===== config.mk =====
export PLATFORM = sky130hd
export DESIGN_NAME = fir_sched_flat
export DESIGN_NICKNAME = d
export VERILOG_FILES = /design/src/rtl/fir_sched_pkg.sv /design/src/rtl/fir_sched_if.sv /design/src/rtl/fir_sched_obuf.sv /design/src/rtl/fir_sched.sv /design/src/flat_wrapper.sv
export SDC_FILE = /design/constraint.sdc
export NUM_CORES = 1
export LEC_CHECK = 0
export ABC_AREA = 1
export BUFFER_PORTS_ARGS = -buffer_cell sky130_fd_sc_hd__buf_2
export CORE_MARGIN = 2
export CORE_UTILIZATION = 55
export CTS_BUF_LIST = sky130_fd_sc_hd__clkbuf_16
export DETAILED_ROUTE_END_ITERATION = 7
export GPL_TIMING_DRIVEN = 0
export PLACE_DENSITY = 0.86
export SYNTH_ARGS = -nofsm -noshare
export SYNTH_HDL_FRONTEND = slang
export SYNTH_SLANG_ARGS = --single-unit

===== constraint.sdc =====
create_clock -name i_clk -period 3.15 [get_ports i_clk]
set_input_delay 0.4725 -clock i_clk [delete_from_list [all_inputs] [get_ports i_clk]]
set_output_delay 0.4725 -clock i_clk [all_outputs]
set_load 0.05 [all_outputs]

===== src/rtl/fir_sched_pkg.sv =====
// Shared types and default widths for the FIR tap-chain sequencer.
package fir_pkg;

    typedef enum logic [1:0] {
        IDLE  = 2'd0,
        RUN   = 2'd1,
        FLUSH = 2'd2
    } fir_state_t;

    localparam int NTAPS_DEF = 8;
    localparam int IW_DEF    = 16;
    localparam int TW_DEF    = IW_DEF;
    localparam int OW_DEF    = IW_DEF + TW_DEF + 8;

    // Number of zero pulses needed to push every live sample out of the chain.
    function automatic int fill_count(input int ntaps);
        return ntaps + 1;
    endfunction

endpackage


===== src/rtl/fir_sched_if.sv =====
// Valid/ready stream used for both the sample input and the result output.
interface fir_sched_if
    import fir_pkg::*;
#(
    parameter int W = IW_DEF
);
    logic         valid;
    logic         ready;
    logic [W-1:0] data;

    modport master (output valid, output data, input  ready);
    modport slave  (input  valid, input  data, output ready);
endinterface


===== src/rtl/fir_sched_obuf.sv =====
// Two-entry valid/ready result FIFO with occupancy output.
module fir_obuf
    import fir_pkg::*;
#(
    parameter int W = OW_DEF
) (
    input  logic         i_clk,
    input  logic         i_rst_n,
    input  logic         i_valid,
    input  logic [W-1:0] i_data,
    output logic         o_valid,
    output logic [W-1:0] o_data,
    input  logic         i_ready,
    output logic [1:0]   o_occ
);

    logic [W-1:0] mem [2];
    logic         wr_ptr;
    logic         rd_ptr;
    logic [1:0]   cnt;
    logic         do_push;
    logic         do_pop;

    assign do_pop  = o_valid & i_ready;
    // A push into a full buffer is legal only when the head leaves this cycle.
    assign do_push = i_valid & ((cnt != 2'd2) | do_pop);

    always_ff @(posedge i_clk or negedge i_rst_n) begin
        if (!i_rst_n) begin
            for (int unsigned i = 0; i < 2; i++) begin
                mem[i] <= '0;
            end
            wr_ptr <= 1'b0;
            rd_ptr <= 1'b0;
            cnt    <= '0;
        end else begin
            if (do_push) begin
                mem[wr_ptr] <= i_data;
                wr_ptr      <= ~wr_ptr;
            end
            if (do_pop) begin
                rd_ptr <= ~rd_ptr;
            end
            case ({do_push, do_pop})
                2'b10:   cnt <= cnt + 2'd1;
                2'b01:   cnt <= cnt - 2'd1;
                default: cnt <= cnt;
            endcase
        end
    end

    assign o_valid = (cnt != 2'd0);
    assign o_data  = mem[rd_ptr];
    assign o_occ   = cnt;

endmodule


===== src/rtl/fir_sched.sv =====
// Sequencer for the systolic FIR tap chain: sample intake, ce pulses, result buffering, tap writes.
// Optional FIR_SCHED_WARMUP_EN drops the partial sums of the first NTAPS pulses after start.
module fir_sched
    import fir_pkg::*;
#(
    parameter int NTAPS = NTAPS_DEF,
    parameter int IW    = IW_DEF,
    parameter int TW    = IW,
    parameter int OW    = IW + TW + 8,
    parameter int AW    = $clog2(NTAPS)
) (
    input  logic          i_clk,
    input  logic          i_rst_n,

    input  logic          i_cfg_we,
    input  logic [AW-1:0] i_cfg_addr,
    input  logic [TW-1:0] i_cfg_data,
    output logic          o_cfg_err,

    input  logic          i_start,
    input  logic          i_flush,

    fir_sched_if.slave    s_if,

    output logic          o_fir_ce,
    output logic [IW-1:0] o_fir_sample,
    output logic          o_tap_we,
    output logic [AW-1:0] o_tap_addr,
    output logic [TW-1:0] o_tap_data,
    input  logic [OW-1:0] i_fir_acc,

    fir_sched_if.master   m_if,

    output logic          o_busy
);

    localparam int CW = $clog2(NTAPS + 2);
    localparam logic [CW-1:0] FILL_C = CW'(fill_count(NTAPS));
`ifdef FIR_SCHED_WARMUP_EN
    localparam logic [CW-1:0] WARM_C = CW'(NTAPS);
`endif

    fir_state_t    state, state_nxt;
    logic [CW-1:0] fill_cnt;
    logic [CW-1:0] flush_cnt;
    logic          cap_pend;
    logic          cap_keep;
    logic          keep_now;
    logic [1:0]    occ;
    logic          pop;
    logic          credit;

    assign pop = m_if.valid & m_if.ready;
    // A slot freed by this cycle's pop is usable now, sustaining one sample per cycle.
    assign credit = ((({1'b0, occ}) + {2'b00, cap_pend}) < 3'd2) | pop;

`ifdef FIR_SCHED_WARMUP_EN
    assign keep_now = (fill_cnt >= WARM_C);
`else
    assign keep_now = 1'b1;
`endif

    always_ff @(posedge i_clk or negedge i_rst_n) begin
        if (!i_rst_n) begin
            state <= IDLE;
        end else begin
            state <= state_nxt;
        end
    end

    always_comb begin
        state_nxt    = state;
        o_fir_ce     = 1'b0;
        o_fir_sample = '0;
        s_if.ready   = 1'b0;
        case (state)
            IDLE: begin
                if (i_start) begin
                    state_nxt = RUN;
                end
            end
            RUN: begin
                s_if.ready   = credit;
                o_fir_sample = s_if.data;
                o_fir_ce     = s_if.valid & credit;
                if (i_flush) begin
                    state_nxt = FLUSH;
                end
            end
            FLUSH: begin
                o_fir_ce = credit & (flush_cnt < FILL_C);
                // Leave only once the final zero pulse's capture has landed.
                if ((flush_cnt == FILL_C) && cap_pend) begin
                    state_nxt = IDLE;
                end
            end
            default: state_nxt = IDLE;
        endcase
    end

    always_ff @(posedge i_clk or negedge i_rst_n) begin
        if (!i_rst_n) begin
            cap_pend  <= 1'b0;
            cap_keep  <= 1'b0;
            fill_cnt  <= '0;
            flush_cnt <= '0;
        end else begin
            cap_pend <= o_fir_ce;
            cap_keep <= keep_now;
            if ((state == IDLE) && i_start) begin
                fill_cnt <= '0;
            end else if (o_fir_ce && (fill_cnt != FILL_C)) begin
                fill_cnt <= fill_cnt + 1'b1;
            end
            if (state == RUN) begin
                flush_cnt <= '0;
            end else if ((state == FLUSH) && o_fir_ce) begin
                flush_cnt <= flush_cnt + 1'b1;
            end
        end
    end

    always_ff @(posedge i_clk or negedge i_rst_n) begin
        if (!i_rst_n) begin
            o_tap_we   <= 1'b0;
            o_tap_addr <= '0;
            o_tap_data <= '0;
            o_cfg_err  <= 1'b0;
        end else begin
            o_tap_we  <= i_cfg_we && (state == IDLE);
            o_cfg_err <= i_cfg_we && (state != IDLE);
            if (i_cfg_we && (state == IDLE)) begin
                o_tap_addr <= i_cfg_addr;
                o_tap_data <= i_cfg_data;
            end
        end
    end

    fir_obuf #(
        .W (OW)
    ) u_obuf (
        .i_clk   (i_clk),
        .i_rst_n (i_rst_n),
        .i_valid (cap_pend & cap_keep),
        .i_data  (i_fir_acc),
        .o_valid (m_if.valid),
        .o_data  (m_if.data),
        .i_ready (m_if.ready),
        .o_occ   (occ)
    );

    assign o_busy = (state != IDLE);

endmodule


===== src/flat_wrapper.sv =====
// flat-port wrapper written by rule: the top's interface ports become plain ports
module fir_sched_flat import fir_pkg::*;
#(
    parameter int NTAPS = NTAPS_DEF,
    parameter int IW    = IW_DEF,
    parameter int TW    = IW,
    parameter int OW    = IW + TW + 8,
    parameter int AW    = $clog2(NTAPS)
)
  (i_clk, i_rst_n, i_cfg_we, i_cfg_addr, i_cfg_data, o_cfg_err, i_start, i_flush, o_fir_ce, o_fir_sample, o_tap_we, o_tap_addr, o_tap_data, i_fir_acc, o_busy, s_if_valid, s_if_data, s_if_ready, m_if_valid, m_if_data, m_if_ready);
  fir_sched_if #(.W(16)) s_if_i ();
  fir_sched_if #(.W(40)) m_if_i ();
  input  logic i_clk;
  input  logic i_rst_n;
  input  logic i_cfg_we;
  input  logic [AW-1:0] i_cfg_addr;
  input  logic [TW-1:0] i_cfg_data;
  output logic o_cfg_err;
  input  logic i_start;
  input  logic i_flush;
  output logic o_fir_ce;
  output logic [IW-1:0] o_fir_sample;
  output logic o_tap_we;
  output logic [AW-1:0] o_tap_addr;
  output logic [TW-1:0] o_tap_data;
  input  logic [OW-1:0] i_fir_acc;
  output logic o_busy;
  input wire logic [$bits(s_if_i.valid)-1:0] s_if_valid;
  input wire logic [$bits(s_if_i.data)-1:0] s_if_data;
  output wire logic [$bits(s_if_i.ready)-1:0] s_if_ready;
  output wire logic [$bits(m_if_i.valid)-1:0] m_if_valid;
  output wire logic [$bits(m_if_i.data)-1:0] m_if_data;
  input wire logic [$bits(m_if_i.ready)-1:0] m_if_ready;
  assign s_if_i.valid = s_if_valid;
  assign s_if_i.data = s_if_data;
  assign s_if_ready = s_if_i.ready;
  assign m_if_valid = m_if_i.valid;
  assign m_if_data = m_if_i.data;
  assign m_if_i.ready = m_if_ready;
  fir_sched #(.NTAPS(NTAPS), .IW(IW), .TW(TW), .OW(OW), .AW(AW)) u_core (.i_clk(i_clk), .i_rst_n(i_rst_n), .i_cfg_we(i_cfg_we), .i_cfg_addr(i_cfg_addr), .i_cfg_data(i_cfg_data), .o_cfg_err(o_cfg_err), .i_start(i_start), .i_flush(i_flush), .s_if(s_if_i), .o_fir_ce(o_fir_ce), .o_fir_sample(o_fir_sample), .o_tap_we(o_tap_we), .o_tap_addr(o_tap_addr), .o_tap_data(o_tap_data), .i_fir_acc(i_fir_acc), .m_if(m_if_i), .o_busy(o_busy));
endmodule

== Word level (Yosys, flattened, before mapping) ==
Cells that the tools add are included.

* Bits in registers: 113
* Output and inout bits: 81

* $lt $le $gt $ge: 5
* Reductions and logical operators: 11
* Bitwise logic cells: 11
* Muxes and demuxes: 16
* Equal/unequal tests: 9
* Add/sub/neg operators: 4

{| class="wikitable"
|+ Operators with widths
! kind !! number
|-
| $mux 40 || 4
|-
| $bwmux 80 || 1
|-
| $demux 40 s1 || 1
|-
| $mux 16 || 1
|-
| $mux 4 || 2
|-
| $reduce_bool 2->1 || 4
|-
| $mux 2 || 3
|-
| $ne 2x2->1 const B || 3
|-
| $pmux 2 s3 || 1
|-
| $and 1x1->1 || 5
|-
| $logic_and 1x1->1 || 5
|-
| $add 4x1->4 const B || 1
|-
| $eq 2x1->1 const B || 2
|-
| $eq 2x2->1 const B || 2
|-
| $eq 4x4->1 const B || 1
|-
| $ge 2x2->1 const B || 2
|-
| $lt 4x4->1 const B || 1
|-
| $not 1->2 || 2
|-
| $pmux 2 s2 || 1
|-
| $add 2x1->3 || 1
|-
| $lt 3x2->1 const B || 1
|-
| $reduce_and 3->1 || 1
|-
| $add 2x1->2 const B || 1
|-
| $logic_not 2->1 || 1
|-
| other kinds (7) || 9
|}

== Logic depth before layout (Yosys ltp) ==
Gate-level depths: netlist of the first run.

* Depth in word-level cells: 8
* Mapped depth: 10
* Gate-level depth less buffers: 9

== Hierarchy ==
Synthesis of the first run repeated with hierarchy kept, for this count alone.

* Cell total of the unflattened synthesis: 704
* Area, all modules: 5485.3 µm²

{| class="wikitable"
|+ Modules (own cells, without submodules)
! module !! times used !! sequential area each (µm²) !! cells an instance !! area each (µm²)
|-
| fir_obuf || 1 || 2102.0 || 512 || 4000.1
|-
| fir_sched || 1 || 725.7 || 192 || 1485.2
|}

== Worst setup path before layout of the first run ==
Ideal clock, no wire load.

* Kind: reg-to-output
* Start point: register u_core.u_obuf.cnt[1], in the netlist u_core.u_obuf.o_occ[1]
* End point: output o_fir_ce
* Cell stages (with the launch flop): 6
* Slack: 883 ps
* Data required time: 2677 ps
* Data arrival time: 1795 ps
* Path through: dfrtp_1 > inv_1 > nand2_1 > inv_1 > nor2_1 > nor2_1

* Longest elaborated chain between the ends: 5

{| class="wikitable"
|+ Ends and longest elaborated chain
! element !! line !! source
|-
| from (decl) || fir_sched_obuf.sv:20 || <nowiki>logic [1:0] cnt;</nowiki>
|-
| from (signal assigned) || fir_sched_obuf.sv:45 || <nowiki>2'b10: cnt <= cnt + 2'd1;</nowiki>
|-
| from (signal assigned) || fir_sched_obuf.sv:46 || <nowiki>2'b01: cnt <= cnt - 2'd1;</nowiki>
|-
| from (signal assigned) || fir_sched_obuf.sv:47 || <nowiki>default: cnt <= cnt;</nowiki>
|-
| $reduce_bool 2->1 (*) || fir_sched_obuf.sv:52 || <nowiki>assign o_valid = (cnt != 2'd0);</nowiki>
|-
| via m_if_valid || flat_wrapper.sv:31 || <nowiki>output wire logic [$bits(m_if_i.valid)-1:0] m_if_valid;</nowiki>
|-
| $and 1x1->1 (*) || fir_sched.sv:53 || <nowiki>assign pop = m_if.valid & m_if.ready;</nowiki>
|-
| $or 1x1->1 (*) || fir_sched.sv:55 || <nowiki>assign credit = ((({1'b0, occ}) + {2'b00, cap_pend}) < 3'd2) | pop;</nowiki>
|-
| $and 1x1->1, on equally long branches || fir_sched.sv:91, fir_sched.sv:85 ||
|-
| $pmux 1 s2 (*) || fir_sched.sv:76 || <nowiki>case (state)</nowiki>
|-
| to (decl) || flat_wrapper.sv:21 || <nowiki>output logic o_fir_ce;</nowiki>
|}

The timed path passes the listed nets; every way through them passes the cells marked *.

== Worst setup path after layout of the first run ==
* Start point: register u_core.state[0]
* End point: output o_fir_ce

* Longest elaborated chain between the ends: 2

{| class="wikitable"
|+ Ends and longest elaborated chain
! element !! line !! source
|-
| from (decl) || fir_sched.sv:43 || <nowiki>fir_state_t state, state_nxt;</nowiki>
|-
| from (signal assigned) || fir_sched.sv:67 || <nowiki>state <= state_nxt;</nowiki>
|-
| $eq 2x2->1 or $eq 2x1->1 (tied branches) || fir_sched.sv:76 ||
|-
| $pmux 1 s2 (*) || fir_sched.sv:76 ||
|}

Mark *: on every way between the ends. The rest lies on a longest branch, timed or not.

==> qor.txt, run 1 <==
vias per cell: 4.95
first-pass GRT wire length: 21,200 um
post-synthesis compound-gate area fraction: 10.7%
RD Place Congestion: 0.786
final setup vio count: 0
Hold Vio Cnt, Final: 0
initial DRC count: 164
Wirelength per Cell: 13.5 um
Worst-path clk slew: 50 ps
DR WL met2: 6520 um
CTS Buf Count: 17
Bufs on Longest Clock Path: 2
Yosys reg bits: 113
H-tree levels: 4
Routed Antenna Nets: 0
clk_lat worst skew: 410 ps
status: finished, final reports clean
postcts setup bufs: 0
Area Growth Syn to Fin: 31.1%
Final #Nets: 918
FP Rows: 35
max layer used: met4
Tcrit/Tclk final: 85.0%
final instance area: 6930 um^2
Static Leak: 0.00409 uW
# IOs: 163
worst-margin pin slew: 549 ps
met1 WL: 5330 um
multi-input logic area: 1970 um^2
Starting Density: 57.0%
pwr dens: 1320 nW/um^2
RSZ-0062 raised after global routing: false
Setup Crit Path Kind: reg -> out
Seq/Total Area, Yosys: 53.5%
CTS Root Cell: clkbuf_16
number of diodes: 0
WL met3: 1040 um
Unique masters post-synth: 21
P_int: 4620 uW
CP Max Fanout: 8
core area: 9280 um^2
Clock Power Share: 22.7%
adder-cell share of the synthesized area: 1.66%
vias: 4,809
hold_buf cts: 0
skew final: 7.25 ps
fillcell total: 692
xor/xnor share of the synthesized area: 0.331%
Fmax: 0.373 GHz
commonest non-fill, non-tap cell in the layout: nand2_1
post-cts sizing count: 0
layout cells sized above 1: 30.6%
Hold Path Class: in -> async
largest net degree at the start of global routing: 74
max-cap violations: 0
startpoint types: register
I/O Buffers: 162
DRT Pass-1 Iters: 4
GR Overflow Total: 0
crit end category: primary output
Cells after Synth: 647
WP data required: 2680 ps
Critical Path AT: 2200 ps
DRT Wirelength: 13,100 um
Ys Warns: 0
Slew HR: 63.4%
Avg Inst Size Synth: 8.17 um^2
placed inst area: 6290 um^2
Die Ht: 102 um
Sw Ratio: 49.5%
register share of total power: 27.4%
final slew viol count: 0
Netlist Area Pre-Place: 5290 um^2
most frequent cells in the layout: nand2_1, buf_2, dfrtp_1
TritonCTS clock tree: built
syn_nets: 736
initial antenna violation count: 0
Die W: 102 um
vias in the first global route: 4,659
Gate power share: 49.9%
Synth Area in Simple Gates: 24.4%
fin crit period: 2680 ps
HPWL Detailed: 9020 um
Final TNS setup: 0 ps
mux cell area share after synthesis: 0%
total track usage: 26.2%
Die Area: 10,400 um^2
Sink Count: 113
P_sw: 4520 uW
Peak VDD IR: 0.674 mV
Seq. cell area: 2830 um^2
combinational family with the most area after synthesis: simple AND/OR/NAND/NOR gates
DR DRC count: 0
r2r setup slk: 1410 ps
-- Yosys cell counts --
master / number / area [um^2]
buf_2: 6 / 30.0
buf_6: 9 / 101
clkbuf_1: 17 / 63.8
clkbuf_2: 1 / 5.00
clkinv_1: 1 / 3.75
conb_1: 1 / 3.75
dfrtp_1: 113 / 2830
ha_1: 7 / 87.6
inv_1: 74 / 278
inv_2: 3 / 11.3
nand2_1: 298 / 1120
nand2_2: 2 / 12.5
nand3_1: 12 / 60.1
nand3_2: 1 / 10.0
nand4_1: 8 / 50.1
nor2_1: 6 / 22.5
o21ai_0: 43 / 215
o21ai_2: 40 / 350
or2_1: 1 / 6.26
or2_2: 2 / 12.5
xor2_1: 2 / 17.5
-- layout make-up --
type	instances	share of cell area, %
Sequential cell	113	40.8
Multi-Input combinational cell	423	28.4
Timing Repair Buffer	163	12.1
Clock buffer	17	6.14
Inverter	78	4.22
Clock inverter	15	3.12
Buffer	33	2.89
Tap cell	129	2.33
-- flip-flops by register name (all words and copies together), names as in the netlist, 2 cells and up --
name / cells
u_core.state: 2
u_core.flush_cnt: 4
u_core.u_obuf.o_occ: 2
u_core.o_tap_addr: 3
u_core.u_obuf.mem: 80
u_core.o_tap_data: 16
-- critical path, stage by stage, from the launching register on --
cell,delay [ps]
dfrtp_1,420
inv_1,100
ha_1,140
clkbuf_2,180
nor2_1,60
nor2_1,160
nand2_1,70
nor2_1,330
buf_2,350
-- path summary, 6_finish.rpt --
check | from | to | cells after the start
setup / recovery | u_core.state[0] | o_fir_ce | 8
max in group asynchronous | i_rst_n | u_core.u_obuf.mem[62] | 2
min in group i_clk | i_cfg_data[14] | u_core.o_tap_data[14] | 3
hold / removal | i_rst_n | u_core.u_obuf.mem[45] | 1
setup reg to reg | u_core.state[0] | u_core.flush_cnt[0] | 9
hold reg to reg | u_core.o_tap_data[6] | u_core.o_tap_data[6] | 2
-- logic make-up after synthesis --
logic type / Yosys count
simple gates: 330
fa+ha+maj: 7
flops: 113
xor+xnor: 2
other cells: 1
buf+inv: 111
compound gates: 83
-- metal layers --
| layer | vias up | GRT usage (%) |
|---|---|---|
| li1 | 2338 | - |
| met1 | 2268 | 31.9 |
| met2 | 184 | 44.2 |
| met3 | 19 | 8.41 |
| met4 | 0 | 9.23 |
| met5 | - | 0 |
-- power by group through the flow --
stage / Sequential (uW) / Combinational (uW) / Clock (uW)
4_1_cts: 2500 / 4590 / 2090
6_report: 2500 / 4560 / 2070
3_5_place_dp: 2490 / 4560 / 0
5_1_grt: 2580 / 4950 / 2150
3_3_place_gp: 2460 / 4450 / 0
2_1_floorplan: 2860 / 3090 / 0
-- through the flow --
step	cells	hold WS [ps]	total power, uW	utilization [%]	setup WS (ps)
after global routing	971	83.9	9680	74.7	270
after floorplan	647	177	5950	-	883
after detailed placement	939	461	7050	67.7	878
after global placement	938	458	6910	67.4	386
final	971	53.0	9140	74.7	473
after CTS	971	60.5	9180	74.7	467
Note: power is estimated with default switching activity, not from simulation.
==> run 2, diff against run 1 <==
--- a/config.mk
+++ b/config.mk
@@ -8,11 +8,11 @@
 export ABC_AREA = 1
 export BUFFER_PORTS_ARGS = -buffer_cell sky130_fd_sc_hd__buf_2
 export CORE_MARGIN = 2
-export CORE_UTILIZATION = 55
+export CORE_UTILIZATION = 51
 export CTS_BUF_LIST = sky130_fd_sc_hd__clkbuf_16
 export DETAILED_ROUTE_END_ITERATION = 7
 export GPL_TIMING_DRIVEN = 0
-export PLACE_DENSITY = 0.86
+export PLACE_DENSITY = 0.81
 export SYNTH_ARGS = -nofsm -noshare
 export SYNTH_HDL_FRONTEND = slang
 export SYNTH_SLANG_ARGS = --single-unit
==> constraint.sdc (replaced) <==
create_clock -name i_clk -period 2.7 [get_ports i_clk]
set_input_delay 0.405 -clock i_clk [delete_from_list [all_inputs] [get_ports i_clk]]
set_output_delay 0.405 -clock i_clk [all_outputs]
set_load 0.05 [all_outputs]
==> qor.txt, run 2 (synthesis results as in run 1) <==
Fmax: 0.401 GHz
Starting Density: 51.9%
layout cells sized above 1: 30.8%
CP top delay family: buffers and inverters
initial antenna violation count: 0
fillcell total: 837
Slew HR: 63.9%
RD Place Congestion: 0.815
initial DRC count: 294
hold path startpoint: i_cfg_data[10]
Seq. cell area: 2830 um^2
Wirelength per Cell: 13.1 um
final worst slack: 207 ps
top flop regs: u_core.u_obuf.mem x80, u_core.o_tap_data x16, u_core.flush_cnt x4
Top reg by flops: u_core.u_obuf.mem
clk_lat worst skew: 400 ps
hold path depth: 3
Bufs on Longest Clock Path: 2
commonest non-fill, non-tap cell in the layout: nand2_1
Peak VDD IR: 0.806 mV
max-cap violations: 0
CP dominant cell by count: nor2_1
worst-margin pin slew: 542 ps
GR Overflow Total: 0
Critical Path AT: 2090 ps
Die Area: 11,200 um^2
fin crit period: 2490 ps
FP Rows: 37
core area: 10,200 um^2
CTS Buf Count: 17
skew final: 8.46 ps
Setup Crit Path Kind: reg -> out
# IOs: 163
WP data required: 2300 ps
Routed Antenna Nets: 0
first-pass GRT wire length: 21,600 um
vias per cell: 4.89
pwr dens: 1510 nW/um^2
pre-CTS WS: 525 ps
startpoint types: register
r2r worst-path depth: 7
H-tree levels: 4
Hold Path Class: in -> reg
crit end category: primary output
HPWL Detailed: 9140 um
Worst-path clk slew: 60 ps
final cell count without fillers: 979
final setup vio count: 0
status: finished, final reports clean
DRT Wirelength: 12,800 um
Hold EP: u_core.o_tap_data[10]
I/O Buffers: 162
Critical Path Slowest Stage Cell: dfrtp_1
CP Max Fanout: 8
Hold Vio Cnt, Final: 0
DRT Pass-1 Iters: 4
DR DRC count: 0
capturing point of the worst reg2reg path: u_core.o_tap_data[7]
Worst path max stage delay: 420 ps
most frequent cells in the layout: nand2_1, buf_2, dfrtp_1
vias: 4,783
Static Leak: 0.00408 uW
CTS Root Cell: clkbuf_16
number of diodes: 0
vias in the first global route: 4,883
max reg flops: 80
crit-path cells: inv_1, ha_1, clkbuf_2, nor2_1, nor2_1, nand2_1, nor2_2, buf_2
TritonCTS clock tree: built
Sink Count: 113
largest net degree at the start of global routing: 74
final instance area: 6910 um^2
placed inst area: 6300 um^2
worst reg2reg startpoint: u_core.state[0]
final slew viol count: 0
Tcrit/Tclk final: 92.3%
r2r setup slk: 1060 ps
total track usage: 24.3%
Die Ht: 106 um
placed insts: 946
Die W: 106 um
multi-input logic area: 1970 um^2
Final #Nets: 919
Area Growth Syn to Fin: 30.7%
launch point of the worst path: u_core.state[0]
Buf/Inv on CP: 3
[run 2: cell types whose count changed in the layout (fill, tap and decap cells not counted), moves of 2 or more]
cell / previous run / this run
inv_6: 0 / 6
bufinv_16: 5 / 2
clkinv_2: 3 / 1
clkinvlp_4: 4 / 2
[run 2: worst max-delay path by stage]
| stage | end | slack, ps | cells after the start |
|---|---|---|---|
| finish | o_fir_ce | 210 | 8 |
| global route | o_fir_ce | -9 | 8 |
| CTS | o_fir_ce | 80 | 8 |
| detailed placement | o_fir_ce | 520 | 8 |
| global placement | u_core.o_tap_data[7] | -40 | 1 |
| floorplan | o_fir_ce | 500 | 5 |
[run 2: routing by layer]
layer | global-route usage [%] | share of wire (%) | vias to the layer above
met5 | 0 | 0 | -
met4 | 6.95 | 0.69 | 0
met3 | 7.24 | 6.5 | 10
met2 | 41.7 | 51 | 165
met1 | 29.8 | 42 | 2260
li1 | - | - | 2348
[run 2: metrics by stage]
| stage | power, uW | TNS, ps | hold slack [ps] | util, % |
|---|---|---|---|---|
| floorplan | 6940 | 0 | 109 | - |
| global placement | 8070 | -4110 | 459 | 61.5 |
| detailed placement | 8230 | 0 | 423 | 61.8 |
| CTS | 10500 | 0 | 173 | 67.8 |
| global route | 11100 | -9.19 | 184 | 67.9 |
| finish | 10500 | 0 | 192 | 67.9 |
[run 2: layout make-up]
cell class	instances	share of cell area, %
sequential	113	40.9
multi-input combinational	423	28.5
timing repair buffer	164	12.3
clock buffer	17	6.15
inverter	78	4.24
buffer	33	2.90
clock inverter	15	2.53
tap	136	2.46
[run 2: repair_timing]
| action | 4_1_cts | 5_1_grt |
|---|---|---|
| resized for setup | 0 | 1 |
| hold endpoints to repair | 39 | 0 |
| buffers inserted | 0 | 0 |
| hold buffers | 1 | 0 |
| endpoints found under the setup margin | 0 | 1 |
[run 2: tightest hold or removal path, stage by stage]
cell,delay (ps)
buf_2,70
nand2_1,40
nand2_1,40
[run 2: report_power, final]
part / internal [uW] / switching, uW / leakage, uW
sequential: 2470 / 435 / 0.00142
combinational: 1290 / 4030 / 0.00237
clock: 1380 / 841 / 0.000288
